==> src/rtl/seq_alu_md.sv <==
// Multi-cycle RV32I/RV64I ALU plus M-extension mul/div/rem behind a start/done handshake.
// Define SEQ_ALU_MD_EARLY_OUT_EN to let trivial M ops (b==0, or a==0 for mul*) skip the iterative phase.
module seq_alu_md #(
    parameter int WIDTH = 32,
    parameter int CNT_W = $clog2(WIDTH) + 1
) (
    input  logic             clk,
    input  logic             reset,
    input  logic             start,
    input  logic [4:0]       op,
    input  logic [WIDTH-1:0] a,
    input  logic [WIDTH-1:0] b,
    output logic             busy,
    output logic             done,
    output logic [WIDTH-1:0] result,
    output logic             zero,
    output logic             ltu,
    output logic             geu
);
    localparam int SH_W = $clog2(WIDTH);

    typedef enum logic [1:0] {IDLE, RUN, FIN} state_t;

    state_t           state, state_nxt;
    logic [CNT_W-1:0] cnt;
    logic [2:0]       mop;
    logic [WIDTH-1:0] a_q, b_q, mag_b, hi, lo;
    logic             neg_q, sa_q;

    logic             is_m, signed_a, signed_b, sa, sb, early;
    logic [WIDTH-1:0] mag_a, alu_res, fin_res, quo, rmd;
    logic [WIDTH:0]   mul_sum, div_sh;
    logic             div_ok, ovf;
    logic [2*WIDTH-1:0] prod, prod_s;

    assign busy = (state != IDLE);
    assign is_m = (op[4:3] == 2'b10);

    // Signedness of each operand for the M ops, keyed by op[2:0]
    assign signed_a = (op[2:0] == 3'b001) || (op[2:0] == 3'b010) ||
                      (op[2:0] == 3'b100) || (op[2:0] == 3'b110);
    assign signed_b = (op[2:0] == 3'b001) || (op[2:0] == 3'b100) || (op[2:0] == 3'b110);
    assign sa       = signed_a & a[WIDTH-1];
    assign sb       = signed_b & b[WIDTH-1];
    assign mag_a    = sa ? -a : a;

`ifdef SEQ_ALU_MD_EARLY_OUT_EN
    assign early = (b == '0) || (!op[2] && (a == '0));
`else
    assign early = 1'b0;
`endif

    always_comb begin
        alu_res = '0;
        case (op)
            5'b00000: alu_res = a + b;
            5'b00001: alu_res = a - b;
            5'b00010: alu_res = a & b;
            5'b00011: alu_res = a | b;
            5'b00100: alu_res = a << b[SH_W-1:0];
            5'b00101: alu_res = {{(WIDTH-1){1'b0}}, ($signed(a) < $signed(b))};
            5'b00110: alu_res = a ^ b;
            5'b00111: alu_res = a >> b[SH_W-1:0];
            5'b01000: alu_res = $signed(a) >>> b[SH_W-1:0];
            5'b01001: alu_res = {{(WIDTH-1){1'b0}}, (a < b)};
            default:  alu_res = '0;
        endcase
    end

    // hi:lo is the shift-add product register for mul, remainder:quotient for div
    assign mul_sum = {1'b0, hi} + (lo[0] ? {1'b0, mag_b} : '0);
    assign div_sh  = {hi, lo[WIDTH-1]};
    assign div_ok  = (div_sh >= {1'b0, mag_b});

    assign prod   = {hi, lo};
    assign prod_s = neg_q ? -prod : prod;
    assign quo    = neg_q ? -lo : lo;
    assign rmd    = sa_q ? -hi : hi;
    assign ovf    = (a_q == {1'b1, {(WIDTH-1){1'b0}}}) && (b_q == '1);

    always_comb begin
        fin_res = '0;
        case (mop)
            3'b000:  fin_res = prod_s[WIDTH-1:0];
            3'b001,
            3'b010,
            3'b011:  fin_res = prod_s[2*WIDTH-1:WIDTH];
            3'b100:  fin_res = (b_q == '0) ? '1 : (ovf ? a_q : quo);
            3'b101:  fin_res = (b_q == '0) ? '1 : lo;
            3'b110:  fin_res = (b_q == '0) ? a_q : (ovf ? '0 : rmd);
            default: fin_res = (b_q == '0) ? a_q : hi;
        endcase
        // An early-out mul with b==0 never clears lo, so force the zero product
        if (!mop[2] && ((a_q == '0) || (b_q == '0)))
            fin_res = '0;
    end

    always_comb begin
        state_nxt = state;
        case (state)
            IDLE:    if (start && is_m) state_nxt = early ? FIN : RUN;
            RUN:     if (cnt == CNT_W'(WIDTH - 1)) state_nxt = FIN;
            FIN:     state_nxt = IDLE;
            default: state_nxt = IDLE;
        endcase
    end

    always_ff @(posedge clk or posedge reset) begin
        if (reset) state <= IDLE;
        else       state <= state_nxt;
    end

    always_ff @(posedge clk or posedge reset) begin
        if (reset) begin
            done   <= 1'b0;
            result <= '0;
            zero   <= 1'b0;
            ltu    <= 1'b0;
            geu    <= 1'b0;
            cnt    <= '0;
            mop    <= '0;
            a_q    <= '0;
            b_q    <= '0;
            mag_b  <= '0;
            hi     <= '0;
            lo     <= '0;
            neg_q  <= 1'b0;
            sa_q   <= 1'b0;
        end else begin
            done <= 1'b0;
            case (state)
                IDLE: begin
                    if (start && is_m) begin
                        mop   <= op[2:0];
                        a_q   <= a;
                        b_q   <= b;
                        mag_b <= sb ? -b : b;
                        hi    <= '0;
                        lo    <= mag_a;
                        cnt   <= '0;
                        neg_q <= sa ^ sb;
                        sa_q  <= sa;
                    end else if (start) begin
                        result <= alu_res;
                        zero   <= (alu_res == '0);
                        ltu    <= (a < b);
                        geu    <= (a >= b);
                        done   <= 1'b1;
                    end
                end
                RUN: begin
                    cnt <= cnt + CNT_W'(1);
                    if (!mop[2]) begin
                        hi <= mul_sum[WIDTH:1];
                        lo <= {mul_sum[0], lo[WIDTH-1:1]};
                    end else begin
                        hi <= div_ok ? (div_sh[WIDTH-1:0] - mag_b) : div_sh[WIDTH-1:0];
                        lo <= {lo[WIDTH-2:0], div_ok};
                    end
                end
                FIN: begin
                    result <= fin_res;
                    zero   <= (fin_res == '0);
                    ltu    <= (a_q < b_q);
                    geu    <= (a_q >= b_q);
                    done   <= 1'b1;
                end
                default: ;
            endcase
        end
    end
endmodule
==> config.mk <==
export PLATFORM = sky130hd
export DESIGN_NAME = seq_alu_md
export DESIGN_NICKNAME = d
export VERILOG_FILES = /design/src/rtl/seq_alu_md.sv
export SDC_FILE = /design/constraint.sdc
export NUM_CORES = 2
export LEC_CHECK = 0
export CORE_MARGIN = 4
export CORE_UTILIZATION = 38
export DETAILED_ROUTE_END_ITERATION = 8
export PLACE_DENSITY = 0.54
export SLEW_MARGIN = 40
export SYNTH_ARGS = -nofsm -noshare
export SYNTH_HDL_FRONTEND = slang
export SYNTH_SLANG_ARGS = --single-unit
==> constraint.sdc <==
create_clock -name clk -period 17.6 [get_ports clk]
set_input_delay 3.52 -clock clk [delete_from_list [all_inputs] [get_ports clk]]
set_output_delay 3.52 -clock clk [all_outputs]
set_load 0.005 [all_outputs]
; ---- After elaboration in Yosys (flattened, before gate mapping)
; Index checks and enable logic that the tools add are counted.
[totals]
regBits = 209
in_bits = 72
output_inout_bits = 37
word_cells = 136
[op_classes]
n_addsub = 10
n_lt_le_gt_ge = 6
eq_ne = 29
shifts = 3
muxes = 42
bitwise = 6
n_reduce_logical = 25
[op_table]
columns = operator, n
row1 = $mux 32, 19
row2 = $pmux 32 s10, 1
row3 = $pmux 32 s2, 3
row4 = $pmux 32 s5, 1
row5 = $logic_not 32->1, 4
row6 = $neg 32->32, 4
row7 = $lt 32x32->1, 3
row8 = $eq 32x32->1 const B, 2
row9 = $ge 32x32->1, 2
row10 = $mux 64, 1
row11 = $neg 64->64, 1
row12 = $sub 32x32->32, 2
row13 = $add 32x32->33, 1
row14 = $ge 33x32->1, 1
row15 = $add 32x32->32, 1
row16 = $and 32x32->32, 1
row17 = $or 32x32->32, 1
row18 = $shl 32x5->32, 1
row19 = $shr 32x5->32, 1
row20 = $sshr 32x5->32, 1
row21 = $xor 32x32->32, 1
row22 = $eq 5x3->1 const B, 4
row23 = $eq 3x3->1 const B, 5
row24 = $pmux 6 s2, 1
row25 = other kinds (27), 59

; ---- Longest topological paths before layout
[depth]
depth_word = 8
ltp_mapped = 18
depth_no_buf = 15

; ---- Worst setup path before layout
; OpenSTA, ideal clock, no wires.
[synth_timing]
path_type = input port to flip-flop
start = input port b[3]
end = register zero
setup_time_ns = 0.066
arrival_time_ns = 7.646
t_required_ns = 17.534
slack_ns = 9.888
cell_stages = 18
n_path_buf = 5
path_cell_list = clkbuf_1 > clkbuf_1 > inv_1 > clkbuf_1 > clkbuf_1 > ha_1 > clkbuf_1 > nor3_1 > a2111oi_0 > o2111ai_1 > a31oi_1 > o21ba_2 > nor4_1 > or3_1 > nor4_1 > nand4_1 > nor2_1 > a41o_1
[synth_between]
elab_chain_cells = 6
word_cells_on_any_way = 15
classes_between = 2 x add/sub / 2 x order compare / 3 x shift / 4 x mux / 3 x bitwise / 1 x reduce/logical
[synth_lines]
columns = item, line_no
row1 = from (decl), 12  ; input logic [WIDTH-1:0] b,
row2 = "$sub 32x32->32, or another cell as far along", 57  ; 5'b00001: alu_res = a - b;
row3 = $pmux 32 s10 *, 55  ; case (op)
row4 = $logic_not 32->1 *, 145  ; zero <= (alu_res == '0);
row5 = $mux 1 *, 143  ; end else if (start) begin
row6 = $mux 1 *, 133  ; if (start && is_m) begin
row7 = $pmux 1 s2 *, 131  ; case (state)
row8 = to (signal assigned), 145
row9 = to (signal assigned), 163  ; zero <= (fin_res == '0);
row10 = to (decl), 16  ; output logic zero,
; Every way passes the cells marked *; elsewhere a longest branch is shown, timed or not. The select of a mux whose other input is x is not followed.
; A chain may end at the register's enable or synchronous reset.

; ---- Final worst setup path
[layout_timing]
start = input port a[8]
end = register zero
[layout_between]
elab_chain_cells = 6
word_cells_on_any_way = 15
classes_between = 2 x add/sub / 2 x order compare / 3 x shift / 4 x mux / 3 x bitwise / 1 x reduce/logical
[layout_lines]
columns = item, line_no
row1 = from (decl), 11  ; input logic [WIDTH-1:0] a,
row2 = "$sub 32x32->32, or another cell as far along", 57
row3 = $pmux 32 s10 *, 55
row4 = $logic_not 32->1 *, 145
row5 = $mux 1 *, 143
row6 = $mux 1 *, 133
row7 = $pmux 1 s2 *, 131
; Marks and branches as above.

==> summary.txt <==
STA
  • Worst slew pin tran: 997 ps
  • Setup TNS: 0 ps
  • Crit share post-route: 0.470
  • Final setup violation count: 0
  • Final Hold Fails: 0
  • Tmin final: 8270 ps
  • Slew margin rel.: 0.330
  • Final max-slew violation count: 0
  • Clk_skew: 43.1 ps
  • F_max: 121 MHz
  • WHS: 476 ps
  • Unrepaired setup endpoints after global routing: no

Setup path
  • Crit-path max FO: 13
  • Worst setup path class: in2reg
  • Worst Path Required: 18120 ps
  • Critical path arrival: 8780 ps
  • Startpoint types: input port
  • Worst reg2reg startpoint: lo[0]
  • Reg2Reg Setup Slack: 12380 ps
  • FF-to-FF End: zero
  • Setup crit end: zero
  • Worst Setup SP: a[8]
  • Reg2reg path depth: 14
  • Worst setup EP type: flip-flop

Yosys
  • Post-Synthesis Cells: 3878
  • Seq cells post-synth: 208
  • Post-synth ARST share: 1.00
  • Post-synth EDFFs: 0
  • Avg Inst Size Synth: 7.48 µm²
  • Synth Warn #: 0
  • Seq/Total Area, Yosys: 0.179
  • Syn nets: 4155
  • Distinct cells, synth: 95
  • Post-Synthesis Cell Area: 29000 µm²
  • Main flop type after synthesis: dfrtp_1

Finish
  • Share of layout cells above drive strength 1: 0.0855
  • Register area: 5210 µm²
  • Multi-input combinational cell area: 21900 µm²
  • Fill cell count: 7908
  • Commonest cells after routing, fill and taps aside: nand2_1 (415), o21ai_0 (347), nor2_1 (318)
  • Most common cell after layout, fill and taps aside: nand2_1
  • Area growth syn-to-layout: 9.63%
  • Layout Nets: 4058
  • Final instance area: 31800 µm²

GRT
  • GRT overflow: 0
  • Tot GR Track Use: 0.356
  • Number of global-route vias before repair: 29700
  • Largest net degree at the start of global routing: 79
  • Initial antenna violation count: 12
  • First-pass GRT wire length: 217000 µm

CTS
  • CTS max path bufs: 3
  • TritonCTS clock tree: yes
  • Clk root buf: clkbuf_16
  • Post-CTS Resized: 0
  • Cts hold-fix bufs: 0
  • H-tree levels: 1
  • CTS Buf Count: 27
  • Clk slew on worst S/H paths: 60 ps
  • Clock sinks: 208
  • Clk_lat worst skew: 620 ps
  • Post-CTS Setup Bufs: 0

Drt
  • Vias per cell: 6.79
  • Post-route DRC: 0
  • Drt pass-1 iters: 8
  • Post-route ant nets: 0
  • Routed len/inst: 31.5 µm
  • Drt total wl: 151000 µm
  • Routed vias: 32500
  • 1st-iter DRT viols: 4257

Power
  • Sw Pwr: 2.21 mW
  • Clock network fraction of total power: 0.139
  • Seq pwr share: 0.244
  • Power Density: 133 nW/µm²
  • Combinational Power Share: 0.617
  • Worst VDD drop: 0.0827 mV
  • Pleak: 12.9 nW
  • Pint: 2.01 mW
  • Switch share: 0.524
  • Tot Pwr: 4.22 mW

Die
  • Starting Density: 0.382
  • Rows: 101
  • Die Y: 284 µm
  • Io pins: 109
  • Core area: 75800 µm²
  • Die Area: 80800 µm²
  • Die width: 284 µm

Placed design
  • Port Buffers: 108
  • HPWL Detailed: 116000 µm
  • Placed Instance Area: 30800 µm²
  • GP Congestion: 1.07

Hold path
  • Hold Path Depth: 2
  • Hold Crit Class: reg2reg

Status
  • Status: completed

Run
  • Maxcap violations: 0
## per-stage QoR
stage	utilization	instances	setup slack, ps
6_report	0.419	4783	9330
5_1_grt	0.419	4778	9280
4_1_cts	0.418	4776	9560
3_5_place_dp	0.407	4728	8980
3_3_place_gp	0.406	4726	9060
2_1_floorplan	-	3878	8400
## critical path, cell delays in order
cell and delay, ps:
clkdlybuf4s50_1 920, inv_1 180, ha_1 480, a41o_1 290
a221o_1 360, a21oi_1 540, o32ai_1 290, a311oi_1 660
a211oi_1 190, xnor2_1 170, a221oi_1 640, nand4_1 170
nor2_1 170, a41o_1 180
## state kept, by name (all words and copies together) (netlist names)
name	cells
hi	32
state	2
cnt	6
done	1
mop	3
sa_q	1
lo	32
neg_q	1
a_q	32
zero	1
ltu	1
geu	1
mag_b	31
result	32
b_q	32
## power groups by stage
stage | clock network [mW] | logic, mW | registers, mW
global route | 0.612 | 2.82 | 1.04
detailed placement | 0 | 2.52 | 1.02
CTS | 0.590 | 2.54 | 1.02
floorplan | 0 | 1.91 | 0.752
finish | 0.587 | 2.60 | 1.03
global placement | 0 | 2.53 | 1.02
## final cells by class
cell class                 count  area share
inverter                     196      0.0234
sequential                   208       0.164
timing repair buffer         207      0.0580
multi-input combinational   3141       0.688
clock inverter                16     0.00571
antenna                        5    0.000394
clock buffer                  32      0.0225
tap                          978      0.0385
## cells in the mapped netlist, types with 66 or more instances
cell type	number	area [µm²]
mux2i_1	91	911
inv_1	192	721
ha_1	201	2510
mux4_2	82	1850
dfrtp_1	208	5200
o21ai_0	349	1750
nor3_1	99	495
clkbuf_1	268	1010
nor2_1	323	1210
a211oi_1	72	541
a21o_1	66	495
nand3_1	92	460
xnor2_1	144	1260
a21oi_1	253	1270
nand2_1	416	1560
## how the worst min path moves through the flow
| stage | startpoint | endpoint | slack (ps) |
|---|---|---|---|
| floorplan | cnt[5] | cnt[5] | 450 |
| global placement | result[0] | result[0] | 460 |
| detailed placement | result[0] | result[0] | 460 |
| CTS | result[0] | result[0] | 480 |
| global route | mag_b[24] | mag_b[24] | 510 |
| finish | result[0] | result[0] | 480 |
## logic make-up after synthesis
family,share of synthesized area
muxes,0.0986
DFF,0.179
AOI/OAI and AO/OA,0.299
adders and majority gates,0.0895
and+or+nand+nor,0.203
buffers and inverters,0.0708
xor gates and xnor gates,0.0598
## layer usage
metal / part of all wire / track usage
met2: 0.43 / 0.550
met5: 0.00023 / 0
met4: 0.072 / 0.198
met3: 0.10 / 0.0753
met1: 0.39 / 0.464
(Power assumes the default switching activity.)
